==> src/rtl/pwm_pkg.sv <==
// Shared PWM definitions used by the generator and the duty meter.
// Latency: n/a (types and constants only).
// Backpressure: n/a.
package pwm_pkg;

  typedef enum logic {
    ACQ_WAIT = 1'b0,
    ACQ_RUN  = 1'b1
  } acq_state_e;

  typedef enum logic {
    DIV_IDLE = 1'b0,
    DIV_BUSY = 1'b1
  } div_state_e;

  // Duty cycle is carried as whole percent, 0..DUTY_FULL.
  localparam int DUTY_W    = 7;
  localparam int DUTY_FULL = 100;

  // Generator counter limit: duty moves in GEN_STEPS steps of DUTY_STEP percent.
  localparam int GEN_STEPS = 10;
  localparam int DUTY_STEP = DUTY_FULL / GEN_STEPS;

endpackage

==> src/rtl/pwm_duty_div.sv <==
// Serial restoring divider: quotient = floor(h*100/p), one quotient bit per cycle.
// Latency: start accepted in idle, done_o asserted in the 7th busy cycle with quot_o final.
// Backpressure: start_i ignored while busy; abort_i drops to idle with no done_o.
module pwm_duty_div
  import pwm_pkg::*;
#(
  parameter int CNT_W = 16
) (
  input  logic              clk,
  input  logic              rst_n,
  input  logic              start_i,
  input  logic              abort_i,
  input  logic [CNT_W-1:0]  h_i,
  input  logic [CNT_W-1:0]  p_i,
  output logic              busy_o,
  output logic              done_o,
  output logic [DUTY_W-1:0] quot_o,
  output logic [CNT_W-1:0]  h_o,
  output logic [CNT_W-1:0]  p_o
);

  // Dividend h*100 needs CNT_W+7 bits; quotient never exceeds 100 so 7 bits suffice.
  localparam int NW = CNT_W + DUTY_W;

  div_state_e        state_q, state_d;
  logic [NW-1:0]     rem_q, rem_d;
  logic [NW-1:0]     den_q, den_d;
  logic [DUTY_W-1:0] quot_q, quot_d;
  logic [2:0]        iter_q, iter_d;
  logic [CNT_W-1:0]  h_q, h_d;
  logic [CNT_W-1:0]  p_q, p_d;
  logic              ge;

  // Divider state and datapath registers.
  always_ff @(posedge clk or negedge rst_n) begin
    if (!rst_n) begin
      state_q <= DIV_IDLE;
      rem_q   <= '0;
      den_q   <= '0;
      quot_q  <= '0;
      iter_q  <= '0;
      h_q     <= '0;
      p_q     <= '0;
    end else begin
      state_q <= state_d;
      rem_q   <= rem_d;
      den_q   <= den_d;
      quot_q  <= quot_d;
      iter_q  <= iter_d;
      h_q     <= h_d;
      p_q     <= p_d;
    end
  end

  // Latch operands on start, then one restoring step per busy cycle, divisor walking right.
  always_comb begin
    state_d = state_q;
    rem_d   = rem_q;
    den_d   = den_q;
    quot_d  = quot_q;
    iter_d  = iter_q;
    h_d     = h_q;
    p_d     = p_q;
    done_o  = 1'b0;
    ge      = (rem_q >= den_q);
    case (state_q)
      DIV_IDLE: begin
        if (start_i && !abort_i) begin
          state_d = DIV_BUSY;
          rem_d   = NW'(h_i) * NW'(DUTY_FULL);
          den_d   = NW'(p_i) << (DUTY_W - 1);
          quot_d  = '0;
          iter_d  = '0;
          h_d     = h_i;
          p_d     = p_i;
        end
      end
      DIV_BUSY: begin
        if (ge) rem_d = rem_q - den_q;
        quot_d = {quot_q[DUTY_W-2:0], ge};
        den_d  = den_q >> 1;
        iter_d = iter_q + 3'd1;
        if (iter_q == 3'(DUTY_W - 1)) begin
          state_d = DIV_IDLE;
          done_o  = 1'b1;
        end
        // An abort discards the result even on the final iteration.
        if (abort_i) begin
          state_d = DIV_IDLE;
          done_o  = 1'b0;
        end
      end
      default: state_d = DIV_IDLE;
    endcase
  end

  assign busy_o = (state_q == DIV_BUSY);
  assign quot_o = quot_d;
  assign h_o    = h_q;
  assign p_o    = p_q;

endmodule

==> src/rtl/pwm_duty_meter.sv <==
// Measures PWM period, high time and whole-percent duty from an asynchronous input.
// Latency: 3 clk input sync; result 8 clk after the rise closing a period.
// Backpressure: none; a period closing while the divider is busy is dropped and flagged on overrun.
module pwm_duty_meter
  import pwm_pkg::*;
#(
  parameter int CNT_W   = 16,
  parameter int TIMEOUT = 65535
) (
  input  logic              clk,
  input  logic              rst_n,
  input  logic              pwm_in,
  input  logic              clear,
  output logic [CNT_W-1:0]  period_cnt,
  output logic [CNT_W-1:0]  high_cnt,
  output logic [DUTY_W-1:0] duty_pct,
  output logic              meas_valid,
  output logic              stuck,
  output logic              overrun
);

  logic              s1_q, s2_q, s3_q;
  logic              rise, fall;
  acq_state_e        acq_q, acq_d;
  logic [CNT_W-1:0]  pcnt_q, pcnt_d;
  logic [CNT_W-1:0]  hcnt_q, hcnt_d;
  logic              hi_q, hi_d;
  logic              snap, tmo;
  logic              div_abort, div_busy, div_done;
  logic [DUTY_W-1:0] div_quot;
  logic [CNT_W-1:0]  div_h, div_p;
  logic [CNT_W-1:0]  period_q, period_d;
  logic [CNT_W-1:0]  high_q, high_d;
  logic [DUTY_W-1:0] duty_q, duty_d;
  logic              valid_q, valid_d;
  logic              stuck_q, stuck_d;
  logic              ovr_q, ovr_d;

  // Two-flop synchroniser plus an edge-detect flop; both edges see the same delay.
  always_ff @(posedge clk or negedge rst_n) begin
    if (!rst_n) begin
      s1_q <= 1'b0;
      s2_q <= 1'b0;
      s3_q <= 1'b0;
    end else begin
      s1_q <= pwm_in;
      s2_q <= s1_q;
      s3_q <= s2_q;
    end
  end

  assign rise = s2_q & ~s3_q;
  assign fall = ~s2_q & s3_q;

  // Acquisition counters, phase flag and result registers.
  always_ff @(posedge clk or negedge rst_n) begin
    if (!rst_n) begin
      acq_q    <= ACQ_WAIT;
      pcnt_q   <= '0;
      hcnt_q   <= '0;
      hi_q     <= 1'b0;
      period_q <= '0;
      high_q   <= '0;
      duty_q   <= '0;
      valid_q  <= 1'b0;
      stuck_q  <= 1'b0;
      ovr_q    <= 1'b0;
    end else begin
      acq_q    <= acq_d;
      pcnt_q   <= pcnt_d;
      hcnt_q   <= hcnt_d;
      hi_q     <= hi_d;
      period_q <= period_d;
      high_q   <= high_d;
      duty_q   <= duty_d;
      valid_q  <= valid_d;
      stuck_q  <= stuck_d;
      ovr_q    <= ovr_d;
    end
  end

  // Count period and high time between rises; a rise closes the period, a long gap times out.
  always_comb begin
    acq_d  = acq_q;
    pcnt_d = pcnt_q;
    hcnt_d = hcnt_q;
    hi_d   = hi_q;
    snap   = 1'b0;
    tmo    = 1'b0;
    if (clear) begin
      acq_d  = ACQ_WAIT;
      pcnt_d = '0;
      hcnt_d = '0;
      hi_d   = 1'b0;
    end else begin
      case (acq_q)
        ACQ_WAIT: begin
          pcnt_d = '0;
          hcnt_d = '0;
          hi_d   = 1'b0;
          if (rise) begin
            acq_d  = ACQ_RUN;
            pcnt_d = CNT_W'(1);
            hcnt_d = CNT_W'(1);
            hi_d   = 1'b1;
          end
        end
        ACQ_RUN: begin
          if (rise) begin
            snap   = 1'b1;
            pcnt_d = CNT_W'(1);
            hcnt_d = CNT_W'(1);
            hi_d   = 1'b1;
          end else if (pcnt_q == CNT_W'(TIMEOUT)) begin
            tmo    = 1'b1;
            acq_d  = ACQ_WAIT;
            pcnt_d = '0;
            hcnt_d = '0;
            hi_d   = 1'b0;
          end else begin
            pcnt_d = pcnt_q + CNT_W'(1);
            // The fall cycle itself is already low time, so it is not counted as high.
            if (fall) hi_d = 1'b0;
            else if (hi_q) hcnt_d = hcnt_q + CNT_W'(1);
          end
        end
        default: acq_d = ACQ_WAIT;
      endcase
    end
  end

  // A timeout or clear preempts any divide in flight.
  assign div_abort = clear | tmo;

  pwm_duty_div #(
    .CNT_W (CNT_W)
  ) u_div (
    .clk     (clk),
    .rst_n   (rst_n),
    .start_i (snap),
    .abort_i (div_abort),
    .h_i     (hcnt_q),
    .p_i     (pcnt_q),
    .busy_o  (div_busy),
    .done_o  (div_done),
    .quot_o  (div_quot),
    .h_o     (div_h),
    .p_o     (div_p)
  );

  // Result update: timeout report wins over a divider result; clear only drops stuck.
  always_comb begin
    period_d = period_q;
    high_d   = high_q;
    duty_d   = duty_q;
    valid_d  = 1'b0;
    stuck_d  = stuck_q;
    ovr_d    = 1'b0;
    if (clear) begin
      stuck_d = 1'b0;
    end else begin
      if (rise) stuck_d = 1'b0;
      if (tmo) begin
        stuck_d  = 1'b1;
        period_d = '0;
        high_d   = '0;
        duty_d   = s2_q ? DUTY_W'(DUTY_FULL) : '0;
        valid_d  = 1'b1;
      end else if (div_done) begin
        period_d = div_p;
        high_d   = div_h;
        duty_d   = div_quot;
        valid_d  = 1'b1;
      end
      if (snap && div_busy) ovr_d = 1'b1;
    end
  end

  assign period_cnt = period_q;
  assign high_cnt   = high_q;
  assign duty_pct   = duty_q;
  assign meas_valid = valid_q;
  assign stuck      = stuck_q;
  assign overrun    = ovr_q;

endmodule

==> config.mk <==
export PLATFORM = sky130hd
export DESIGN_NAME = pwm_duty_meter
export DESIGN_NICKNAME = d
export VERILOG_FILES = /design/src/rtl/pwm_pkg.sv /design/src/rtl/pwm_duty_div.sv /design/src/rtl/pwm_duty_meter.sv
export SDC_FILE = /design/constraint.sdc
export NUM_CORES = 1
export LEC_CHECK = 0
export ABC_AREA = 1
export BUFFER_PORTS_ARGS = -buffer_cell sky130_fd_sc_hd__buf_2
export CAP_MARGIN = 20
export CORE_MARGIN = 2
export CORE_UTILIZATION = 55
export CTS_CLUSTER_SIZE = 16
export DETAILED_ROUTE_END_ITERATION = 8
export GPL_ROUTABILITY_DRIVEN = 1
export PLACE_DENSITY = 0.72
export SLEW_MARGIN = 20
export SYNTH_ARGS = -nofsm -noshare
export SYNTH_HDL_FRONTEND = slang
export SYNTH_SLANG_ARGS = --single-unit
==> constraint.sdc <==
create_clock -name clk -period 4.8 [get_ports clk]
set_input_delay 0.24 -clock clk [delete_from_list [all_inputs] [get_ports clk]]
set_output_delay 0.24 -clock clk [all_outputs]
set_load 0.05 [all_outputs]
# After elaboration in Yosys (flattened, before gate mapping)
# Cells that the tools add are included.
[word_totals] out_inout_bits=42 reg_bits=168 elab_cells=108 input_bits=4
[classes] order_cmp=1 n_mux=58 mul=1 n_eq_ne=7 bitwise=8 reduce_logical=9 addsub=4
[op_table] operator="$mux 16" count=12
[op_table] operator="$pmux 23 s2" count=2
[op_table] operator="$mux 23" count=3
[op_table] operator="$pmux 16 s2" count=2
[op_table] operator="$add 16x1->16 const B" count=2
[op_table] operator="$mux 1" count=29
[op_table] operator="$mux 7" count=4
[op_table] operator="$ge 23x23->1" count=1
[op_table] operator="$sub 23x23->23" count=1
[op_table] operator="$mul 16x5->21 const B" count=1
[op_table] operator="$eq 16x16->1 const B" count=1
[op_table] operator="$pmux 7 s2" count=1
[op_table] operator="$ne 5x4->1 const B" count=2
[op_table] operator="$reduce_and 2->1" count=4
[op_table] operator="$pmux 1 s2" count=3
[op_table] operator="$pmux 3 s2" count=1
[op_table] operator="$ne 5x3->1 const B" count=1
[op_table] operator="$not 1->1" count=5
[op_table] operator="$add 3x1->3 const B" count=1
[op_table] operator="$eq 3x3->1 const B" count=1
[op_table] operator="$mux 3" count=1
[op_table] operator="$reduce_bool 3->1" count=1
[op_table] operator="$and 1x1->1" count=2
[op_table] operator="$logic_and 1x1->1" count=2
[op_table] operator="5 further kinds" count=5

# Longest topological paths before layout
# Gate-level depths: netlist of the first run.
[depth] ltp_word=12 depth_mapped=19

# Hierarchy
# From an unflattened synthesis of the first run, not the netlist that was laid out.
[hier_totals] cells_unflattened=1489 area_unflattened_um2=10685.2
[by_module_without_submodules] module="pwm_duty_div" area_each_um2=6931.6 cells_per_inst=997 n_inst=1
[by_module_without_submodules] module="pwm_duty_meter" area_each_um2=3753.6 cells_per_inst=492 n_inst=1

# Least setup slack after synthesis of the first run
# OpenSTA, ideal clock, no wires.
[synth_timing] kind="register -> register" start="reg hcnt_q[7]" end="reg u_div.rem_q[19]" t_required_ns=4.684 setup_ns=0.116 synth_period_minus_slack_ns=2.785 path_stages_with_launch=17 arrival_time_ns=2.669 n_path_buf=0 setup_slack_ns=2.015 cell_sequence="dfrtp_1 ha_1 ha_1 inv_1 fa_1 inv_1 ha_1 nand2_1 inv_1 a21oi_1 nor2_1 nor2_1 nand3b_1 nand3_1 nand2_1 nand2_1 nand2_1"
[synth_between] elab_chain_cells=3
[synth_rtl] item="start, declared" line="pwm_duty_meter.sv:26" rtl="logic [CNT_W-1:0] hcnt_q, hcnt_d;"
[synth_rtl] item="start signal, assigned" line="pwm_duty_meter.sv:71" rtl="hcnt_q <= hcnt_d;"
[synth_rtl] item="$mul 16x5->21" line="pwm_duty_div.sv:70" rtl="rem_d = NW'(h_i) * NW'(DUTY_FULL);"
[synth_rtl] item="$mux 23" line="pwm_duty_div.sv:68" rtl="if (start_i && !abort_i) begin"
[synth_rtl] item="$pmux 23 s2" line="pwm_duty_div.sv:66" rtl="case (state_q)"
[synth_rtl] item="end signal, assigned" line="pwm_duty_div.sv:46" rtl="rem_q <= rem_d;"
[synth_rtl] item="end, declared" line="pwm_duty_div.sv:26" rtl="logic [NW-1:0] rem_q, rem_d;"
# Every way passes these cells. The select of a mux whose other input is x is not followed.
# A chain may end at the register's enable or synchronous reset.

# Worst setup path after layout of the first run
[layout_timing] start="reg hcnt_q[3]" end="reg u_div.rem_q[22]"
# Same word-level chain as after synthesis.

==> results of run 1 <==
-- metrics by stage --
stage / worst slack [ns] / std cells / power [mW] / hold WS, ns / utilization
6_report: 1.621 / 1648 / 4.778 / 0.1561 / 0.6119
5_1_grt: 1.376 / 1648 / 5.125 / 0.1710 / 0.6119
4_1_cts: 1.647 / 1648 / 4.780 / 0.1458 / 0.6119
3_5_place_dp: 1.654 / 1614 / 3.407 / 0.2671 / 0.5783
3_3_place_gp: 1.682 / 1614 / 3.372 / 0.2727 / 0.5783
2_1_floorplan: 2.015 / 1367 / 2.975 / -0.05559 / -
-- worst max-delay path, cell delays in order (launching register included) --
cell	delay [ns]
sky130_fd_sc_hd__dfrtp_1	0.46
sky130_fd_sc_hd__ha_1	0.33
sky130_fd_sc_hd__ha_1	0.28
sky130_fd_sc_hd__inv_1	0.05
sky130_fd_sc_hd__fa_1	0.50
sky130_fd_sc_hd__inv_1	0.04
sky130_fd_sc_hd__ha_1	0.37
sky130_fd_sc_hd__a21oi_1	0.24
sky130_fd_sc_hd__nand2_1	0.13
sky130_fd_sc_hd__nand2_1	0.08
sky130_fd_sc_hd__nand2_1	0.10
sky130_fd_sc_hd__nand2_1	0.10
sky130_fd_sc_hd__nand2_1	0.05
sky130_fd_sc_hd__nand2_1	0.05
sky130_fd_sc_hd__nand3_1	0.10
sky130_fd_sc_hd__nand2_1	0.11
sky130_fd_sc_hd__nand2_1	0.05
sky130_fd_sc_hd__nand2_1	0.07
-- layer usage --
metal	wire (microns)	vias to the layer above	part of all wire
li1	-	4427	-
met1	11680	4215	0.46
met2	11990	206	0.48
met3	1028	42	0.041
met4	544	0	0.022
met5	0	-	0
-- power by group --
group | switching (mW) | internal, mW | total [mW]
Combinational | 1.21 | 0.548 | 1.76
Clock | 0.658 | 0.706 | 1.36
Sequential | 0.0756 | 1.58 | 1.66
Total | 1.94 | 2.84 | 4.78
-- cell type report --
cell class | count | share of cell area
timing repair buffer | 53 | 0.02599
clock inverter | 15 | 0.01601
sequential | 167 | 0.3663
inverter | 216 | 0.07140
multi-input combinational | 946 | 0.4573
clock buffer | 17 | 0.03729
tap | 234 | 0.02566
-- cells by family (layout without fill, tap and decap cells) --
group,Yosys count,count (layout),synth area share
XOR/XNOR,26,26,0.02181
adder cells (fa/ha/maj),89,89,0.1153
buffers and inverters,254,301,0.09984
AO/OA/AOI/OAI,139,139,0.07527
AND/OR/NAND/NOR,692,692,0.2874
flip-flops,167,167,0.4003
-- worst min path at each step --
stage | from | to | cells past startpoint
floorplan | rst_n | acq_q | 0
global placement | rst_n | period_cnt[0] | 1
detailed placement | rst_n | period_cnt[0] | 1
CTS | clear | stuck | 4
global route | clear | stuck | 4
finish | clear | stuck | 4
-- sequential cells by signal, indices dropped and copies added, names as in the netlist, 3 cells and up --
| signal | flops |
|---|---|
| u_div.p_o | 16 |
| u_div.h_o | 16 |
| period_cnt | 16 |
| u_div.den_q | 22 |
| pcnt_q | 16 |
| u_div.quot_q | 7 |
| high_cnt | 16 |
| duty_pct | 7 |
| u_div.rem_q | 23 |
| u_div.iter_q | 3 |
| hcnt_q | 16 |
-- layout by cell type, fill, tap and decap left out, drive strengths merged --
master / Yosys / layout
o21ai: 76 / 76
or2: 1 / 1
inv: 215 / 222
ha: 77 / 77
clkbuf: 15 / 17
nor3: 11 / 11
o221ai: 15 / 15
a22oi: 1 / 1
o22ai: 9 / 9
o31ai: 1 / 1
buf: 23 / 51
dlygate4sd3: 0 / 2
nand2: 420 / 420
nand4: 13 / 13
a21oi: 31 / 31
nand3b: 13 / 13
xnor2: 4 / 4
nand3: 132 / 132
o21bai: 3 / 3
nor3b: 3 / 3
o2111ai: 1 / 1
and2: 3 / 3
fa: 12 / 12
nor2: 96 / 96
clkinv: 1 / 9
a31oi: 1 / 1
dfrtp: 167 / 167
xor2: 22 / 22
o211a: 1 / 1
-- timing repair --
action,CTS,global route
endpoints found under the hold margin,65,0
resized for setup,0,0
hold buffers,2,0
setup buffers,0,0
==> impl_metrics.xml, run 1 <==
<?xml version="1.0" encoding="UTF-8"?>
<metrics>
  <group name="outcome">
    <metric name="run_status" unit="">finished clean</metric>
  </group>
  <group name="logic_synthesis">
    <metric name="synth.most_common_cell" unit="">sky130_fd_sc_hd__nand2_1</metric>
    <metric name="synth.top_cells.by_count" unit="">416 x sky130_fd_sc_hd__nand2_1, 209 x sky130_fd_sc_hd__inv_1, 167 x sky130_fd_sc_hd__dfrtp_1</metric>
    <metric name="synthesis.area" unit="sq um">10440</metric>
    <metric name="yosysUniqueCellTypes" unit="">43</metric>
    <metric name="postSynthCellCount" unit="">1367</metric>
    <metric name="yosysTopAreaCellShare" unit="">0.4003</metric>
    <metric name="synth-seq-area-share" unit="">0.4003</metric>
    <metric name="post_synth.cell_area_avg" unit="sq um">7.636</metric>
    <metric name="synth_top_flop_cell" unit="">sky130_fd_sc_hd__dfrtp_1</metric>
    <metric name="post-synth-top-area-cell" unit="">sky130_fd_sc_hd__dfrtp_1</metric>
    <metric name="synth_edf_count" unit="">0</metric>
    <metric name="ys.warnings.count" unit="">0</metric>
    <metric name="synth_seq_cells" unit="">167</metric>
    <metric name="synth.net_count" unit="">1460</metric>
    <metric name="async_reset_ff_frac" unit="">1.000</metric>
    <metric name="synth_top_cells_by_area" unit="">sky130_fd_sc_hd__dfrtp_1 40%, sky130_fd_sc_hd__nand2_1 15%, sky130_fd_sc_hd__ha_1 9.2%</metric>
  </group>
  <group name="critical_path">
    <metric name="worstSetupStartpointType" unit="">flip-flop</metric>
    <metric name="worst-endpoint-arrival" unit="ns">3.55</metric>
    <metric name="regToRegSetupSlack" unit="ns">1.62</metric>
    <metric name="r2r_cell_count" unit="">17</metric>
    <metric name="crit_path_end" unit="">u_div.rem_q[22]</metric>
    <metric name="worstPathRequired" unit="ns">5.17</metric>
    <metric name="crit_fanout" unit="">7</metric>
    <metric name="endpoint_kind" unit="">flip-flop</metric>
    <metric name="path_class" unit="">flip-flop to flip-flop</metric>
    <metric name="r2r-end" unit="">u_div.rem_q[22]</metric>
    <metric name="crit-reg2reg-launch" unit="">hcnt_q[3]</metric>
    <metric name="timing.critical_path.from" unit="">hcnt_q[3]</metric>
  </group>
  <group name="drt">
    <metric name="wl" unit="microns">25250</metric>
    <metric name="drc" unit="">0</metric>
    <metric name="route.detailed.wl_per_inst" unit="microns">15.32</metric>
    <metric name="drt-initial-drc-count" unit="">605</metric>
    <metric name="routed_via_density" unit="">5.394</metric>
    <metric name="via_count" unit="">8890</metric>
    <metric name="drt.antenna.violating_nets" unit="">0</metric>
    <metric name="drt_pass1_iterations" unit="">6</metric>
  </group>
  <group name="power">
    <metric name="power_density" unit="nW/um^2">418.9</metric>
    <metric name="vdd.ir_drop.worst" unit="mV">0.2944</metric>
    <metric name="cellLeakagePower" unit="nW">6.317</metric>
  </group>
  <group name="final_layout">
    <metric name="final_net_count" unit="">1494</metric>
    <metric name="filler_cell_count" unit="">1695</metric>
    <metric name="seq_area" unit="sq um">4179</metric>
    <metric name="non_filler_cell_area_final" unit="sq um">11410</metric>
    <metric name="drive_above_1_share" unit="">0.08204</metric>
    <metric name="multi_input_gate_area" unit="sq um">5218</metric>
    <metric name="layout-area-overhead-vs-synth" unit="%">9.289</metric>
    <metric name="diodes" unit="">0</metric>
  </group>
  <group name="place">
    <metric name="dp.final_hpwl" unit="microns">18770</metric>
    <metric name="gp_routability_congestion" unit="">0.9411</metric>
    <metric name="place_area" unit="sq um">10780</metric>
    <metric name="port-buffer-count" unit="">45</metric>
  </group>
  <group name="cts">
    <metric name="path_clk_slew" unit="ns">0.07</metric>
    <metric name="clock_tree_from_tritoncts" unit="">done</metric>
    <metric name="clock_sink_count" unit="">167</metric>
    <metric name="clock_tree.root_cell" unit="">sky130_fd_sc_hd__clkbuf_16</metric>
    <metric name="number_of_buffers_created_by_cts" unit="">17</metric>
    <metric name="clk-insertion-delay-late" unit="ns">0.43</metric>
    <metric name="ctsLongestPathBuffers" unit="">2</metric>
    <metric name="htreeDepth" unit="">4</metric>
  </group>
  <group name="global_route">
    <metric name="globalRouteMet3Util" unit="">0.03206</metric>
    <metric name="grt_pass1_wl" unit="microns">42670</metric>
    <metric name="grt.total_usage" unit="">0.2665</metric>
    <metric name="global_route.usage.met2" unit="">0.4435</metric>
    <metric name="number_of_antenna_violations_at_the_first_check_in_global_routing" unit="">0</metric>
    <metric name="grt_start_max_net_pins" unit="">67</metric>
    <metric name="top_usage_layer" unit="">met2</metric>
    <metric name="grt.met1_usage" unit="">0.3676</metric>
    <metric name="grt_pass1_vias" unit="">8665</metric>
    <metric name="globalRouteOverflowTotal" unit="">0</metric>
  </group>
  <group name="timing">
    <metric name="fin_setup_tns" unit="ns">0</metric>
    <metric name="final-hold-violation-count" unit="">0</metric>
    <metric name="tightest_slew" unit="ns">0.9836</metric>
    <metric name="timing.slew.headroom" unit="">0.3433</metric>
    <metric name="post-route-period-util" unit="">0.6623</metric>
    <metric name="timing_max_transition_violations_final" unit="">0</metric>
    <metric name="clock-skew-final" unit="ns">0.01497</metric>
    <metric name="unrepaired_setup_endpoints_after_global_routing" unit="">false</metric>
    <metric name="setup_viol_count_final" unit="">0</metric>
    <metric name="fmax" unit="GHz">0.3145</metric>
    <metric name="timing.final.crit_period" unit="ns">3.179</metric>
  </group>
  <group name="die">
    <metric name="fp-row-count" unit="">50</metric>
    <metric name="starting_utilization_of_the_core_area" unit="">0.5599</metric>
    <metric name="die_span_in_x" unit="microns">141.8</metric>
    <metric name="io_pins" unit="">46</metric>
    <metric name="die_h" unit="microns">141.8</metric>
    <metric name="placeableCoreArea" unit="sq um">18640</metric>
    <metric name="area_enclosed_by_the_die_boundary" unit="sq um">20100</metric>
  </group>
  <group name="job">
    <metric name="maxCapViolations" unit="">0</metric>
  </group>
  <group name="min_path">
    <metric name="worstHoldPathType" unit="">input port to flip-flop</metric>
  </group>
</metrics>
Note: power is estimated with default switching activity, not from simulation.
==> run 2, diff against run 1 <==
- clock period: 4.8 -> 3 ns (I/O delays scaled with it)
==> run 2 against run 1 <==
Die area unchanged. Largest power group unchanged. Global-route usage decreased by 0.25 points. Wire length increased by 2.8%. Hold slack got worse by 0.12 ns. Highest routed layer unchanged. Total power increased by 62%. Sequential cell count unchanged. Critical path type unchanged. Cell count increased by 1.7%. Critical endpoint is now u_div.rem_q[10]. Critical path depth decreased by 4.
==> impl_metrics.xml, run 2 (same netlist as run 1, synthesis figures left out) <==
<?xml version="1.0" encoding="UTF-8"?>
<metrics>
  <group name="timing">
    <metric name="timing.slew.headroom" unit="">0.5252</metric>
    <metric name="fin_setup_tns" unit="ns">0</metric>
    <metric name="fmax" unit="GHz">0.3412</metric>
    <metric name="final-hold-violation-count" unit="">0</metric>
    <metric name="clock-skew-final" unit="ns">0.01557</metric>
    <metric name="timing_max_transition_violations_final" unit="">0</metric>
    <metric name="timing.final.crit_period" unit="ns">2.930</metric>
    <metric name="tightest_slew" unit="ns">0.7122</metric>
    <metric name="post-route-period-util" unit="">0.9768</metric>
    <metric name="setup_viol_count_final" unit="">0</metric>
    <metric name="unrepaired_setup_endpoints_after_global_routing" unit="">true</metric>
  </group>
  <group name="final_layout">
    <metric name="leading_cell_type_in_the_layout_fill_and_taps_excluded" unit="">sky130_fd_sc_hd__nand2_1</metric>
    <metric name="filler_cell_count" unit="">1552</metric>
    <metric name="multi_input_gate_area" unit="sq um">5533</metric>
    <metric name="diodes" unit="">0</metric>
    <metric name="register_bank_with_the_most_flops" unit="">u_div.rem_q</metric>
    <metric name="layout-area-overhead-vs-synth" unit="%">14.59</metric>
    <metric name="seq_area" unit="sq um">4185</metric>
    <metric name="biggestRegsByFlops" unit="">u_div.rem_q x23, u_div.den_q x22</metric>
    <metric name="layout_common_cells" unit="">404 x sky130_fd_sc_hd__nand2_1, 208 x sky130_fd_sc_hd__inv_1, 162 x sky130_fd_sc_hd__dfrtp_1, 116 x sky130_fd_sc_hd__nand3_1, 88 x sky130_fd_sc_hd__nor2_1</metric>
    <metric name="drive_above_1_share" unit="">0.1352</metric>
    <metric name="largest_register_ffs" unit="">23</metric>
    <metric name="final_net_count" unit="">1522</metric>
  </group>
  <group name="critical_path">
    <metric name="endpoint_kind" unit="">flip-flop</metric>
    <metric name="r2r-end" unit="">u_div.rem_q[10]</metric>
    <metric name="path_class" unit="">flip-flop to flip-flop</metric>
    <metric name="worstSetupStartpointType" unit="">flip-flop</metric>
    <metric name="r2r_cell_count" unit="">13</metric>
    <metric name="worstPathRequired" unit="ns">3.38</metric>
    <metric name="crit-reg2reg-launch" unit="">hcnt_q[4]</metric>
    <metric name="crit_fanout" unit="">4</metric>
    <metric name="regToRegSetupSlack" unit="ns">0.07</metric>
    <metric name="worst-endpoint-arrival" unit="ns">3.31</metric>
  </group>
  <group name="power">
    <metric name="cellLeakagePower" unit="nW">6.450</metric>
    <metric name="p_clk_frac" unit="">0.295</metric>
    <metric name="power_density" unit="nW/um^2">647.2</metric>
    <metric name="power.sequential.fraction" unit="">0.343</metric>
    <metric name="total_power" unit="mW">7.742</metric>
    <metric name="netSwitchingFraction" unit="">0.4006</metric>
    <metric name="vdd.ir_drop.worst" unit="mV">0.4546</metric>
    <metric name="share_comb_of_total_power" unit="">0.362</metric>
    <metric name="p_sw" unit="mW">3.101</metric>
    <metric name="intPower" unit="mW">4.641</metric>
  </group>
  <group name="cts">
    <metric name="clock_tree.root_cell" unit="">sky130_fd_sc_hd__clkbuf_16</metric>
    <metric name="number_of_buffers_created_by_cts" unit="">17</metric>
    <metric name="htreeDepth" unit="">4</metric>
    <metric name="ctsLongestPathBuffers" unit="">2</metric>
    <metric name="clk-insertion-delay-late" unit="ns">0.45</metric>
    <metric name="clock_tree_from_tritoncts" unit="">done</metric>
    <metric name="path_clk_slew" unit="ns">0.08</metric>
    <metric name="clock_sink_count" unit="">167</metric>
  </group>
  <group name="drt">
    <metric name="drc" unit="">0</metric>
    <metric name="drt-initial-drc-count" unit="">692</metric>
    <metric name="via_count" unit="">9017</metric>
    <metric name="routed_via_density" unit="">5.380</metric>
    <metric name="drt_pass1_iterations" unit="">6</metric>
    <metric name="drt.antenna.violating_nets" unit="">0</metric>
    <metric name="route.detailed.wl_per_inst" unit="microns">15.49</metric>
    <metric name="wl" unit="microns">25960</metric>
  </group>
  <group name="die">
    <metric name="io_pins" unit="">46</metric>
    <metric name="starting_utilization_of_the_core_area" unit="">0.5599</metric>
    <metric name="fp-row-count" unit="">50</metric>
    <metric name="placeableCoreArea" unit="sq um">18640</metric>
    <metric name="die_h" unit="microns">141.8</metric>
    <metric name="area_enclosed_by_the_die_boundary" unit="sq um">20100</metric>
    <metric name="die_span_in_x" unit="microns">141.8</metric>
  </group>
  <group name="place">
    <metric name="dp.final_hpwl" unit="microns">18840</metric>
    <metric name="port-buffer-count" unit="">45</metric>
    <metric name="gp_routability_congestion" unit="">0.9061</metric>
  </group>
  <group name="global_route">
    <metric name="grt_pass1_vias" unit="">8464</metric>
    <metric name="top_usage_layer" unit="">met2</metric>
    <metric name="grt_pass1_wl" unit="microns">41880</metric>
    <metric name="number_of_antenna_violations_at_the_first_check_in_global_routing" unit="">0</metric>
    <metric name="grt.total_usage" unit="">0.2640</metric>
    <metric name="globalRouteMet3Util" unit="">0.04151</metric>
    <metric name="globalRouteOverflowTotal" unit="">0</metric>
    <metric name="global_route.usage.met2" unit="">0.4119</metric>
    <metric name="grt_start_max_net_pins" unit="">78</metric>
    <metric name="grt.met1_usage" unit="">0.3674</metric>
  </group>
  <group name="outcome">
    <metric name="run_status" unit="">finished clean</metric>
  </group>
  <group name="min_path">
    <metric name="worstHoldPathCells" unit="">4</metric>
    <metric name="hold-path-endpoint" unit="">stuck</metric>
    <metric name="worstHoldPathType" unit="">input port to flip-flop</metric>
    <metric name="worstHoldStart" unit="">clear</metric>
  </group>
  <group name="job">
    <metric name="maxCapViolations" unit="">0</metric>
  </group>
</metrics>
[run 2: changes by cell type in the layout (fill, tap and decap cells not counted), moves of 3 or more]
cell,previous run,this run
sky130_fd_sc_hd__a21oi_2,0,7
sky130_fd_sc_hd__ha_1,77,60
sky130_fd_sc_hd__dfrtp_2,0,5
sky130_fd_sc_hd__nand2_2,4,14
sky130_fd_sc_hd__a21oi_1,31,23
sky130_fd_sc_hd__buf_4,6,33
sky130_fd_sc_hd__clkinv_8,6,3
sky130_fd_sc_hd__nand3_1,120,116
sky130_fd_sc_hd__nand3_2,12,16
sky130_fd_sc_hd__nand2_1,416,404
sky130_fd_sc_hd__dfrtp_1,167,162
sky130_fd_sc_hd__ha_4,0,16
[run 2: routing by layer]
metal / vias to the layer above / routed length (microns) / part of all wire
li1: 4481 / - / -
met4: 0 / 943 / 0.036
met5: - / 0 / 0
met1: 4232 / 11950 / 0.46
met2: 241 / 11800 / 0.45
met3: 63 / 1260 / 0.049
[run 2: power by group through the flow]
stage,combinational [mW],sequential (mW),clock [mW]
after floorplan,2.04,2.72,0
after global routing,3.20,2.68,2.39
after CTS,2.78,2.65,2.31
final,2.80,2.66,2.28
after global placement,2.71,2.69,0
after detailed placement,2.75,2.70,0
[run 2: through the flow]
stage	worst slack [ns]	utilization	hold slack (ns)	instances	cell area, sq um
6_report	0.06956	0.6416	0.03722	1676	11960
5_1_grt	-0.1062	0.6416	0.05022	1676	11960
4_1_cts	0.001771	0.6223	0.02440	1670	11600
3_5_place_dp	-0.003886	0.5878	0.2350	1636	10960
3_3_place_gp	0.04060	0.5878	0.2282	1636	10960
2_1_floorplan	0.2145	-	-0.1456	1367	10440
[run 2: what timing repair did]
item / in CTS / in global routing
pin swaps: 0 / 28
hold buffers: 2 / 0
hold endpoints to repair: 74 / 0
setup endpoints to repair: 2 / 12
buffers inserted: 0 / 6
gates resized for setup: 3 / 57
gates cloned: 0 / 0
[run 2: layout make-up]
type,count,area share
Inverter,216,0.06810
Clock buffer,18,0.03672
Sequential cell,167,0.3499
Timing Repair Buffer,81,0.04341
Tap cell,234,0.02448
Multi-Input combinational cell,946,0.4626
Clock inverter,14,0.01485
[run 2: worst max path at each step]
stage / from / end / slack [ns] / cells after the start
floorplan: hcnt_q[7] / u_div.rem_q[19] / 0.21 / 16
global placement: hcnt_q[8] / u_div.rem_q[20] / 0.04 / 16
detailed placement: hcnt_q[7] / u_div.rem_q[19] / -0.004 / 16
CTS: hcnt_q[7] / u_div.rem_q[19] / 0.002 / 16
global route: hcnt_q[4] / u_div.rem_q[21] / -0.11 / 19
finish: hcnt_q[4] / u_div.rem_q[10] / 0.07 / 13
[run 2: worst max-delay path: stages, from the launching register on]
cell and delay [ns]:
sky130_fd_sc_hd__dfrtp_2 0.48, sky130_fd_sc_hd__ha_4 0.23, sky130_fd_sc_hd__ha_1 0.27, sky130_fd_sc_hd__inv_1 0.05, sky130_fd_sc_hd__fa_1 0.50, sky130_fd_sc_hd__inv_1 0.07, sky130_fd_sc_hd__ha_4 0.29, sky130_fd_sc_hd__nand3_1 0.13
sky130_fd_sc_hd__nand2_2 0.13, sky130_fd_sc_hd__o21ai_0 0.10, sky130_fd_sc_hd__a21oi_1 0.32, sky130_fd_sc_hd__o21bai_1 0.16, sky130_fd_sc_hd__nand2_1 0.07, sky130_fd_sc_hd__nand2_1 0.06
